<file path="config.mk">
export PLATFORM = sky130hd
export DESIGN_NAME = exec_mc
export DESIGN_NICKNAME = d
export VERILOG_FILES = /design/src/rtl/exec_mc_pkg.sv /design/src/rtl/exec_mc_mul.sv /design/src/rtl/exec_mc.sv
export SDC_FILE = /design/constraint.sdc
export NUM_CORES = 1
export LEC_CHECK = 0
export BUFFER_PORTS_ARGS = -buffer_cell sky130_fd_sc_hd__clkbuf_2
export CAP_MARGIN = 20
export CORE_UTILIZATION = 51
export CTS_CLUSTER_DIAMETER = 150
export DETAILED_ROUTE_END_ITERATION = 16
export PLACE_DENSITY = 0.79
export SYNTH_ARGS = -nofsm -noshare
export SYNTH_HDL_FRONTEND = slang
export SYNTH_SLANG_ARGS = --single-unit
export TNS_END_PERCENT = 30
</file>
<file path="constraint.sdc">
create_clock -name clock -period 3.2 [get_ports clock]
set_clock_uncertainty 0.05 [all_clocks]
set_input_delay 0.16 -clock clock [delete_from_list [all_inputs] [get_ports clock]]
set_output_delay 0.16 -clock clock [all_outputs]
set_load 0.005 [all_outputs]
</file>
<file path="src/rtl/exec_mc_pkg.sv">
// Shared opcodes, FSM state type and width helper for the exec_mc execute stage.
package exec_mc_pkg;

    localparam int OP_ADD  = 0;
    localparam int OP_SUB  = 1;
    localparam int OP_AND  = 2;
    localparam int OP_OR   = 3;
    localparam int OP_XOR  = 4;
    localparam int OP_PASS = 5;
    localparam int OP_SHL  = 6;
    localparam int OP_MUL  = 7;

    typedef enum logic [1:0] {
        ST_IDLE = 2'd0,
        ST_MUL  = 2'd1,
        ST_DONE = 2'd2
    } state_t;

    function automatic int clog2(input int unsigned value);
        int          r;
        int unsigned v;
        r = 0;
        v = value - 1;
        while (v > 0) begin
            r = r + 1;
            v = v >> 1;
        end
        return r;
    endfunction

endpackage

</file>
<file path="src/rtl/exec_mc_mul.sv">
// Iterative shift-add multiplier: one partial product per cycle, W iterations.
module exec_mul_iter
    import exec_mc_pkg::*;
#(
    parameter int IALU_WORD_WIDTH = 16
) (
    input  logic                       clk,
    input  logic                       rst_n,
    input  logic                       i_start,
    input  logic                       i_run,
    input  logic [IALU_WORD_WIDTH-1:0] i_a,
    input  logic [IALU_WORD_WIDTH-1:0] i_b,
    output logic                       o_last,
    output logic [IALU_WORD_WIDTH-1:0] o_product
);

    localparam int W  = IALU_WORD_WIDTH;
    localparam int CW = clog2(W);

    logic [W-1:0]  r_mcand;
    logic [W-1:0]  r_mplier;
    logic [W-1:0]  r_acc;
    logic [CW-1:0] r_cnt;

    always_ff @(posedge clk or negedge rst_n) begin
        if (!rst_n) begin
            r_mcand  <= '0;
            r_mplier <= '0;
            r_acc    <= '0;
            r_cnt    <= '0;
        end else if (i_start) begin
            r_mcand  <= i_a;
            r_mplier <= i_b;
            r_acc    <= '0;
            r_cnt    <= CW'(W - 1);
        end else if (i_run) begin
            if (r_mplier[0]) begin
                r_acc <= r_acc + r_mcand;
            end
            r_mcand  <= r_mcand << 1;
            r_mplier <= r_mplier >> 1;
            r_cnt    <= r_cnt - CW'(1);
        end
    end

    assign o_last    = i_run && (r_cnt == '0);
    assign o_product = r_acc;

endmodule

</file>
<file path="src/rtl/exec_mc.sv">
// Multi-cycle execute stage: ALU, optional iterative MUL (EXEC_MC_MUL_EN),
// branch/jump resolution and valid/ready handshake toward memory/writeback.
module exec_mc
    import exec_mc_pkg::*;
#(
    parameter int IALU_WORD_WIDTH = 16,
    parameter int PC_WIDTH        = 12,
    parameter int PMEM_ADDR_WIDTH = 12,
    parameter int DMEM_ADDR_WIDTH = 12,
    parameter int REG_IDX_WIDTH   = 4,
    parameter int OP_WIDTH        = 3,
    parameter int PC_INCREMENT    = 2
) (
    input  logic                       clock,
    input  logic                       reset,
    input  logic                       in_valid,
    input  logic [OP_WIDTH-1:0]        in_op,
    input  logic                       in_act_incr_pc_is_res,
    input  logic                       in_act_jump,
    input  logic                       in_act_branch_zero,
    input  logic                       in_act_load_dmem,
    input  logic                       in_act_store_dmem,
    input  logic                       in_act_write_res_to_reg,
    input  logic [PC_WIDTH-1:0]        in_pc,
    input  logic [REG_IDX_WIDTH-1:0]   in_res_reg_idx,
    input  logic [IALU_WORD_WIDTH-1:0] in_src1,
    input  logic [IALU_WORD_WIDTH-1:0] in_src2,
    output logic                       out_ready,
    output logic                       out_valid,
    output logic [IALU_WORD_WIDTH-1:0] out_res,
    output logic [REG_IDX_WIDTH-1:0]   out_res_reg_idx,
    output logic                       out_act_load_dmem,
    output logic                       out_act_store_dmem,
    output logic                       out_act_write_res_to_reg,
    output logic [DMEM_ADDR_WIDTH-1:0] out_dmem_rd_addr,
    output logic [DMEM_ADDR_WIDTH-1:0] out_dmem_wr_addr,
    output logic [IALU_WORD_WIDTH-1:0] out_dmem_wr_word,
    output logic                       out_flush,
    output logic                       out_set_pc,
    output logic [PMEM_ADDR_WIDTH-1:0] out_new_pc
);

    localparam int W   = IALU_WORD_WIDTH;
    localparam int SHW = clog2(W);

    logic                     r_cap;
    logic [OP_WIDTH-1:0]      r_op;
    logic                     r_incr, r_jump, r_bz, r_ld, r_st, r_wr;
    logic [PC_WIDTH-1:0]      r_pc;
    logic [REG_IDX_WIDTH-1:0] r_idx;
    logic [W-1:0]             r_src1, r_src2;

    logic                       w_capture, w_ready, w_valid;
    logic [W-1:0]               w_alu, w_res, w_mul_res;
    logic [PC_WIDTH-1:0]        w_pc_inc;
    logic [PMEM_ADDR_WIDTH-1:0] w_br_target;
    logic                       w_jump_tk, w_br_tk;

    assign w_capture = in_valid && w_ready;

    always_ff @(posedge clock or negedge reset) begin
        if (!reset) begin
            r_cap  <= 1'b0;
            r_op   <= '0;
            r_incr <= 1'b0;
            r_jump <= 1'b0;
            r_bz   <= 1'b0;
            r_ld   <= 1'b0;
            r_st   <= 1'b0;
            r_wr   <= 1'b0;
            r_pc   <= '0;
            r_idx  <= '0;
            r_src1 <= '0;
            r_src2 <= '0;
        end else begin
            r_cap <= w_capture;
            if (w_capture) begin
                r_op   <= in_op;
                r_incr <= in_act_incr_pc_is_res;
                r_jump <= in_act_jump;
                r_bz   <= in_act_branch_zero;
                r_ld   <= in_act_load_dmem;
                r_st   <= in_act_store_dmem;
                r_wr   <= in_act_write_res_to_reg;
                r_pc   <= in_pc;
                r_idx  <= in_res_reg_idx;
                r_src1 <= in_src1;
                r_src2 <= in_src2;
            end
        end
    end

`ifdef EXEC_MC_MUL_EN
    state_t       r_state, w_state_nxt;
    logic         w_mul_start, w_mul_run, w_mul_last;
    logic [W-1:0] w_product;

    assign w_mul_start = w_capture && (in_op == OP_WIDTH'(OP_MUL));
    assign w_mul_run   = (r_state == ST_MUL);
    assign w_mul_res   = w_product;

    exec_mul_iter #(
        .IALU_WORD_WIDTH(IALU_WORD_WIDTH)
    ) u_mul (
        .clk      (clock),
        .rst_n    (reset),
        .i_start  (w_mul_start),
        .i_run    (w_mul_run),
        .i_a      (in_src1),
        .i_b      (in_src2),
        .o_last   (w_mul_last),
        .o_product(w_product)
    );

    always_ff @(posedge clock or negedge reset) begin
        if (!reset) begin
            r_state <= ST_IDLE;
        end else begin
            r_state <= w_state_nxt;
        end
    end

    // Sampled regs cannot change during MUL (ready is low), so DONE reuses them.
    always_comb begin
        w_state_nxt = r_state;
        w_ready     = 1'b1;
        w_valid     = 1'b0;
        case (r_state)
            ST_IDLE: begin
                w_valid = r_cap;
                if (w_mul_start) w_state_nxt = ST_MUL;
            end
            ST_MUL: begin
                w_ready = 1'b0;
                if (w_mul_last) w_state_nxt = ST_DONE;
            end
            ST_DONE: begin
                w_valid     = 1'b1;
                w_state_nxt = w_mul_start ? ST_MUL : ST_IDLE;
            end
            default: w_state_nxt = ST_IDLE;
        endcase
    end
`else
    assign w_ready   = 1'b1;
    assign w_valid   = r_cap;
    assign w_mul_res = '0;
`endif

    always_comb begin
        w_alu = '0;
        case (r_op)
            OP_WIDTH'(OP_ADD):  w_alu = r_src1 + r_src2;
            OP_WIDTH'(OP_SUB):  w_alu = r_src1 - r_src2;
            OP_WIDTH'(OP_AND):  w_alu = r_src1 & r_src2;
            OP_WIDTH'(OP_OR):   w_alu = r_src1 | r_src2;
            OP_WIDTH'(OP_XOR):  w_alu = r_src1 ^ r_src2;
            OP_WIDTH'(OP_PASS): w_alu = r_src2;
            OP_WIDTH'(OP_SHL):  w_alu = r_src1 << r_src2[SHW-1:0];
            default:            w_alu = w_mul_res;
        endcase
    end

    assign w_pc_inc    = r_pc + PC_WIDTH'(PC_INCREMENT);
    assign w_res       = r_incr ? W'(w_pc_inc) : w_alu;
    assign w_br_target = PMEM_ADDR_WIDTH'(r_pc) + r_src2[PMEM_ADDR_WIDTH-1:0];
    assign w_jump_tk   = w_valid && r_jump;
    assign w_br_tk     = w_valid && r_bz && (r_src1 == '0);

    assign out_ready                = w_ready;
    assign out_valid                = w_valid;
    assign out_res                  = w_valid ? w_res : '0;
    assign out_res_reg_idx          = w_valid ? r_idx : '0;
    assign out_act_load_dmem        = w_valid && r_ld;
    assign out_act_store_dmem       = w_valid && r_st;
    assign out_act_write_res_to_reg = w_valid && r_wr;
    assign out_dmem_rd_addr         = (w_valid && r_ld) ? r_src1[DMEM_ADDR_WIDTH-1:0] : '0;
    assign out_dmem_wr_addr         = (w_valid && r_st) ? r_src1[DMEM_ADDR_WIDTH-1:0] : '0;
    assign out_dmem_wr_word         = (w_valid && r_st) ? r_src2 : '0;
    assign out_flush                = w_jump_tk || w_br_tk;
    assign out_set_pc               = w_jump_tk || w_br_tk;
    assign out_new_pc               = w_jump_tk ? w_res[PMEM_ADDR_WIDTH-1:0] :
                                      w_br_tk   ? w_br_target : '0;

endmodule

</file>
Word level (Yosys, flattened, before mapping)
Index checks and enable logic that the tools add are counted.
{"block": "word_totals", "wordCells": 44, "rom_bits": 0, "reg_bits": 58, "latchBits": 0, "out_inout_bits": 79, "n_memories": 0, "ramBits": 0}
{"block": "classes", "multipliers": 0, "n_reduce_logical": 9, "n_addsub": 4, "n_eq_ne": 6, "shift": 1, "n_bitwise": 3, "n_div": 0, "order_cmp": 0, "mux": 9}
{"cell": "case mux 16 bit (7 select lines)", "n": 1}
{"cell": "2-to-1 mux 12 bit", "n": 4}
{"cell": "2-to-1 mux 16 bit", "n": 3}
{"cell": "adder 16 bit", "n": 1}
{"cell": "AND 16 bit", "n": 1}
{"cell": "logical NOT 16 bit", "n": 1}
{"cell": "bitwise OR 16 bit", "n": 1}
{"cell": "<< shifter 16 x 4 -> 16 bit", "n": 1}
{"cell": "subtractor 16 bit", "n": 1}
{"cell": "bitwise XOR 16 bit", "n": 1}
{"cell": "adder 12 bit", "n": 1}
{"cell": "adder 12 x 2 -> 12 bit (second input constant)", "n": 1}
{"cell": "== test 3 bit (second input constant)", "n": 3}
{"cell": "== test 3 x 2 -> 1 bit (second input constant)", "n": 2}
{"cell": "logical AND 1 bit", "n": 6}
{"cell": "2-to-1 mux 4 bit", "n": 1}
{"cell": "== test 3 x 1 -> 1 bit (second input constant)", "n": 1}
{"cell": "logical NOT 3 bit", "n": 1}
{"cell": "logical OR 1 bit", "n": 1}

Longest topological paths before layout
{"block": "logic_depth", "word_depth": 4, "ltp_mapped": 18, "depth_no_buf": 15}

Worst setup path before layout
No wires, ideal clock.
{"block": "synth_timing", "path_type": "reg-to-output", "from": "reg r_src2[1]", "to": "out out_new_pc[11]", "path_stages_with_launch": 19, "t_required_ps": 2990, "setup_slack_ps": -216, "arrival_time_ps": 3206, "n_path_buf": 3, "path_cell_list": "dfrtp_1 buf_2 buf_6 buf_2 inv_1 ha_1 nand2_1 nor3_1 and2_1 nor2_1 xnor2_1 ha_1 a21oi_1 nand3_1 o21ai_0 a221o_1 nor3_2 o211ai_1 a32o_1"}
{"block": "synth_between", "elab_chain_len": 4, "word_cells_on_any_way": 8}
{"item": "from (decl)", "line_no": "exec_mc.sv:51", "source": "logic [W-1:0] r_src1, r_src2;"}
{"item": "from (signal assigned)", "line_no": "exec_mc.sv:88", "source": "r_src2 <= in_src2;"}
{"item": "subtractor 16 bit (tied with other cells)", "line_no": "exec_mc.sv:154", "source": "OP_WIDTH'(OP_SUB): w_alu = r_src1 - r_src2;"}
{"item": "case mux 16 bit (7 select lines)", "line_no": "exec_mc.sv:152", "source": "case (r_op)"}
{"item": "2-to-1 mux 16 bit", "line_no": "exec_mc.sv:165", "source": "assign w_res = r_incr ? W'(w_pc_inc) : w_alu;"}
{"item": "2-to-1 mux 12 bit *", "line_no": "exec_mc.sv:182", "source": "assign out_new_pc = w_jump_tk ? w_res[PMEM_ADDR_WIDTH-1:0] :"}
{"item": "to (decl)", "line_no": "exec_mc.sv:40", "source": "output logic [PMEM_ADDR_WIDTH-1:0] out_new_pc"}
Mark *: on every way between the ends. The rest lies on a longest branch, timed or not.

Worst setup path after layout
{"block": "layout_timing", "from": "reg r_src2[5]", "to": "out out_new_pc[11]"}
{"block": "layout_between", "elab_chain_len": 4, "word_cells_on_any_way": 7}
{"item": "subtractor 16 bit / adder 16 bit (equally long branches)", "line_no": "exec_mc.sv:154, exec_mc.sv:153"}
{"item": "case mux 16 bit (7 select lines)", "line_no": "exec_mc.sv:152"}
{"item": "2-to-1 mux 16 bit", "line_no": "exec_mc.sv:165"}
{"item": "2-to-1 mux 12 bit *", "line_no": "exec_mc.sv:182"}
Marked as above.

==> key figures <==
Timing
  • Hold_ws: 2.68 ps
  • Max-slew headroom: 47.3%
  • Least-Margin Pin Slew: 790 ps
  • Final Hold Vio Count: 0
  • Fin worst setup slack: -400 ps
  • Highest clock rate: 0.278 GHz
  • Final Max Slew Viols: 0
  • Tmin final: 3600 ps
  • Crit share post-route: 112%
  • Setup violations, final: 19
  • Unrepaired setup endpoints after global routing: yes

Worst setup path
  • Reg2Reg Setup Slack: 1820 ps
  • Crit path DAT: 3390 ps
  • Worst path top cell family by delay: compound AO/OA/AOI/OAI gates
  • Worst setup path category: flop to output port
  • Crit-path max cell delay: 440 ps
  • Critical Path, Cell by Cell: nor4_4 > buf_4 > nand2_4 > o41ai_4 > xnor2_1 > ha_1 > nand2_2 > nand3_2 > o21ai_2 > a221o_1 > nor3_2 > o211ai_1 > buf_4 > a32o_1 > buf_2
  • Worst r2r src: r_src2[2]$_DFFE_PN0P_
  • CP most frequent cell: buf_4
  • CP bufs+invs: 3
  • Crit. Startpoint: r_src2[5]$_DFFE_PN0P_
  • Worst EP required: 2990 ps
  • Worst setup SP type: flop
  • Critical Path End Type: output port
  • Crit-path slowest cell: dfrtp_2
  • CP Max Fanout: 5

Yosys
  • Most instantiated cells after synthesis: nand2_1 (76), o21ai_0 (63), ha_1 (61), dfrtp_1 (58), and3_1 (45)
  • Post-synthesis compound-gate area fraction: 20.4%
  • Area leader, netlist: dfrtp_1
  • Post-synthesis mux area share: 11.7%
  • Post-Synthesis Cells: 756
  • Synthesized area per cell: 8.30 um^2
  • YS warnings: 0
  • Post-synthesis sequential area ratio: 23.1%
  • Mapped Area: 6270 um^2
  • Largest family of logic cells by synthesized area: compound AO/OA/AOI/OAI gates
  • Most frequent cell after synthesis: nand2_1
  • Post-synth net total: 879
  • Synth Area in Adders: 12.8%
  • Simple-Gate Fraction of Synth Area: 20.4%
  • EDFF count, synth: 0
  • Post-Synth XOR/XNOR Area: 5.59%
  • Synth top area cells: dfrtp_1 (23%), ha_1 (12%), o21ai_0 (5.0%), mux2_2 (4.8%), nand2_1 (4.5%)
  • Share of synthesized registers carrying an async set or reset: 100%
  • Synthesized flop and latch total: 58
  • Top cell type's share of synthesized area: 23.1%
  • Post-synth cell types: 62
  • Top_reg_cell synth: dfrtp_1

Final layout
  • N_diodes: 0
  • Share of post-route cells with drive strength above 1: 33.7%
  • Filler cell count: 908
  • Area Overhead vs Synth: 35.6%
  • Final #Nets: 1088

Routing
  • Length of the first detailed-routing pass in iterations: 6
  • Vias: 7017
  • Final wirelength: 23.5 mm
  • Routed wire per std cell: 21.0 um
  • Initial DRC Count: 934
  • Residual DRC: 0
  • Via density: 6.28
  • Final antenna-violating net count: 0

Floorplan
  • Row Count: 40
  • Die area: 12700 um^2
  • Die height: 113 um
  • Core Area: 12000 um^2
  • Die W: 113 um
  • Initial cell density of the core: 52.2%
  • I/O pin cnt: 139

Global route
  • GRT Total Usage: 37.0%
  • Grt ovf: 0
  • First-pass GRT wire length: 36.0 mm
  • Pin count of the biggest net entering global routing: 65
  • Initial antenna violation count: 0
  • Vias in the first global route: 6615

Power
  • P_leak: 4.18 nW
  • Maximum VDD drop: 0.275 mV
  • Pwr Density: 458 nW/um^2
  • Power consumption: 0.00389 W

Placed design
  • RePlAce Congestion: 1.02
  • DP HPWL: 16.9 mm
  • PortBufs: 137

Clock tree
  • # H-tree levels: 3
  • Clock Latency Late Sink: 340 ps
  • Root Driver: clkbuf_16
  • CTS buffer count: 9
  • Clock buffer depth: 2
  • CTS tree: yes
  • Worst-path clk slew: 60 ps
  • # clock sinks: 58

Run
  • Max_cap viols: 0

Hold path
  • Hold crit path type: input pin to flop
  • Hold Startpoint: in_act_incr_pc_is_res

Outcome
  • Failing checks: setup timing
  • Status: finished with violations
[flip-flops by register name, indices dropped and copies added (netlist names)]
register	count
out_valid	1
r_bz	1
r_idx	4
r_incr	1
r_jump	1
r_ld	1
r_op	3
r_pc	12
r_src1	16
r_src2	16
r_st	1
r_wr	1
[metrics by stage]
stage	cells	setup TNS, ps	utilization, %	setup WS [ps]	cell area, um^2
6_report	1117	-4310	70.8	-400	8510
5_1_grt	1117	-7240	70.8	-570	8510
4_1_cts	1115	-3060	69.5	-284	8350
3_5_place_dp	1061	-528	62.5	-160	7500
3_3_place_gp	1061	-425	62.5	-107	7500
2_1_floorplan	756	-60.5	-	-60.5	6320
[logic make-up (layout without fill, tap and decap cells)]
group,after synthesis,count (layout)
multiplexers,55,55
flip-flops,58,58
other,1,1
AO/OA/AOI/OAI,196,196
XOR/XNOR,40,40
buffers and inverters,90,304
AND/OR/NAND/NOR,253,253
adder cells (fa/ha/maj),63,63
[per-layer routing]
layer,routed length (um),track usage [%],up-vias
met5,0,0,-
met4,1080,18.7,0
met3,2580,8.25,81
met2,10300,55.3,436
met1,9590,50.6,3323
li1,-,-,3177
[cell usage in the layout (no fill, tap or decap), types with 5 or more instances in the layout]
cell and count:
a22o_1 5, nor2b_1 12, o21ai_0 55, inv_1 37, a211oi_1 6, nand2b_1 9
mux2i_1 17, o211ai_1 7, and3_1 43, clkbuf_2 133, and2_1 15, ha_1 59
dfrtp_1 54, o22ai_1 14, a221oi_1 6, o221ai_1 5, mux2_2 27, nor2_1 35
a21oi_1 28, buf_4 79, a21o_1 8, xor2_1 13, xnor2_1 26, nand3_1 20
mux4_2 8, nand4_1 6, a31oi_1 9, a22oi_1 5, clkbuf_16 9, dlygate4sd3_1 30
nand2_1 72, nor3_1 8
[power by group]
group	switching [W]	internal [W]	leakage [nW]	total (W)
Combinational	0.00105	0.000907	3.35	0.00196
Clock	0.000387	0.000607	0.142	0.000994
Sequential	0.000139	0.000803	0.688	0.000941
Total	0.00158	0.00232	4.18	0.00389
[path summary, 6_finish.rpt]
path	to	depth (start not counted)
setup / recovery	out_new_pc[11]	15
hold / removal	r_incr$_DFFE_PN0P_	2
setup reg to reg	r_src2[2]$_DFFE_PN0P_	5
hold reg to reg	r_idx[1]$_DFFE_PN0P_	1
max in group asynchronous	r_src2[12]$_DFFE_PN0P_	3
min in group asynchronous	r_pc[1]$_DFFE_PN0P_	2
[cell type report]
cell class / instances / area [um^2] / area share [%]
multi-input cells: 608 / 4790 / 56.3
clock inverters: 7 / 76.3 / 0.897
inverters: 39 / 149 / 1.75
well taps: 147 / 184 / 2.16
clock buffers: 9 / 225 / 2.65
repair buffers: 249 / 1630 / 19.2
flip-flops and latches: 58 / 1460 / 17.1
[timing repair]
| action | CTS | global route |
|---|---|---|
| endpoints found under the setup margin | 17 | 21 |
| buffers inserted | 9 | 2 |
| pin swaps | 15 | 11 |
| gates resized for setup | 39 | 31 |
| hold endpoints to repair | 48 | 0 |
| cloned | 0 | 0 |
| hold buffers | 30 | 0 |
Power figures use the tool's default switching activity.
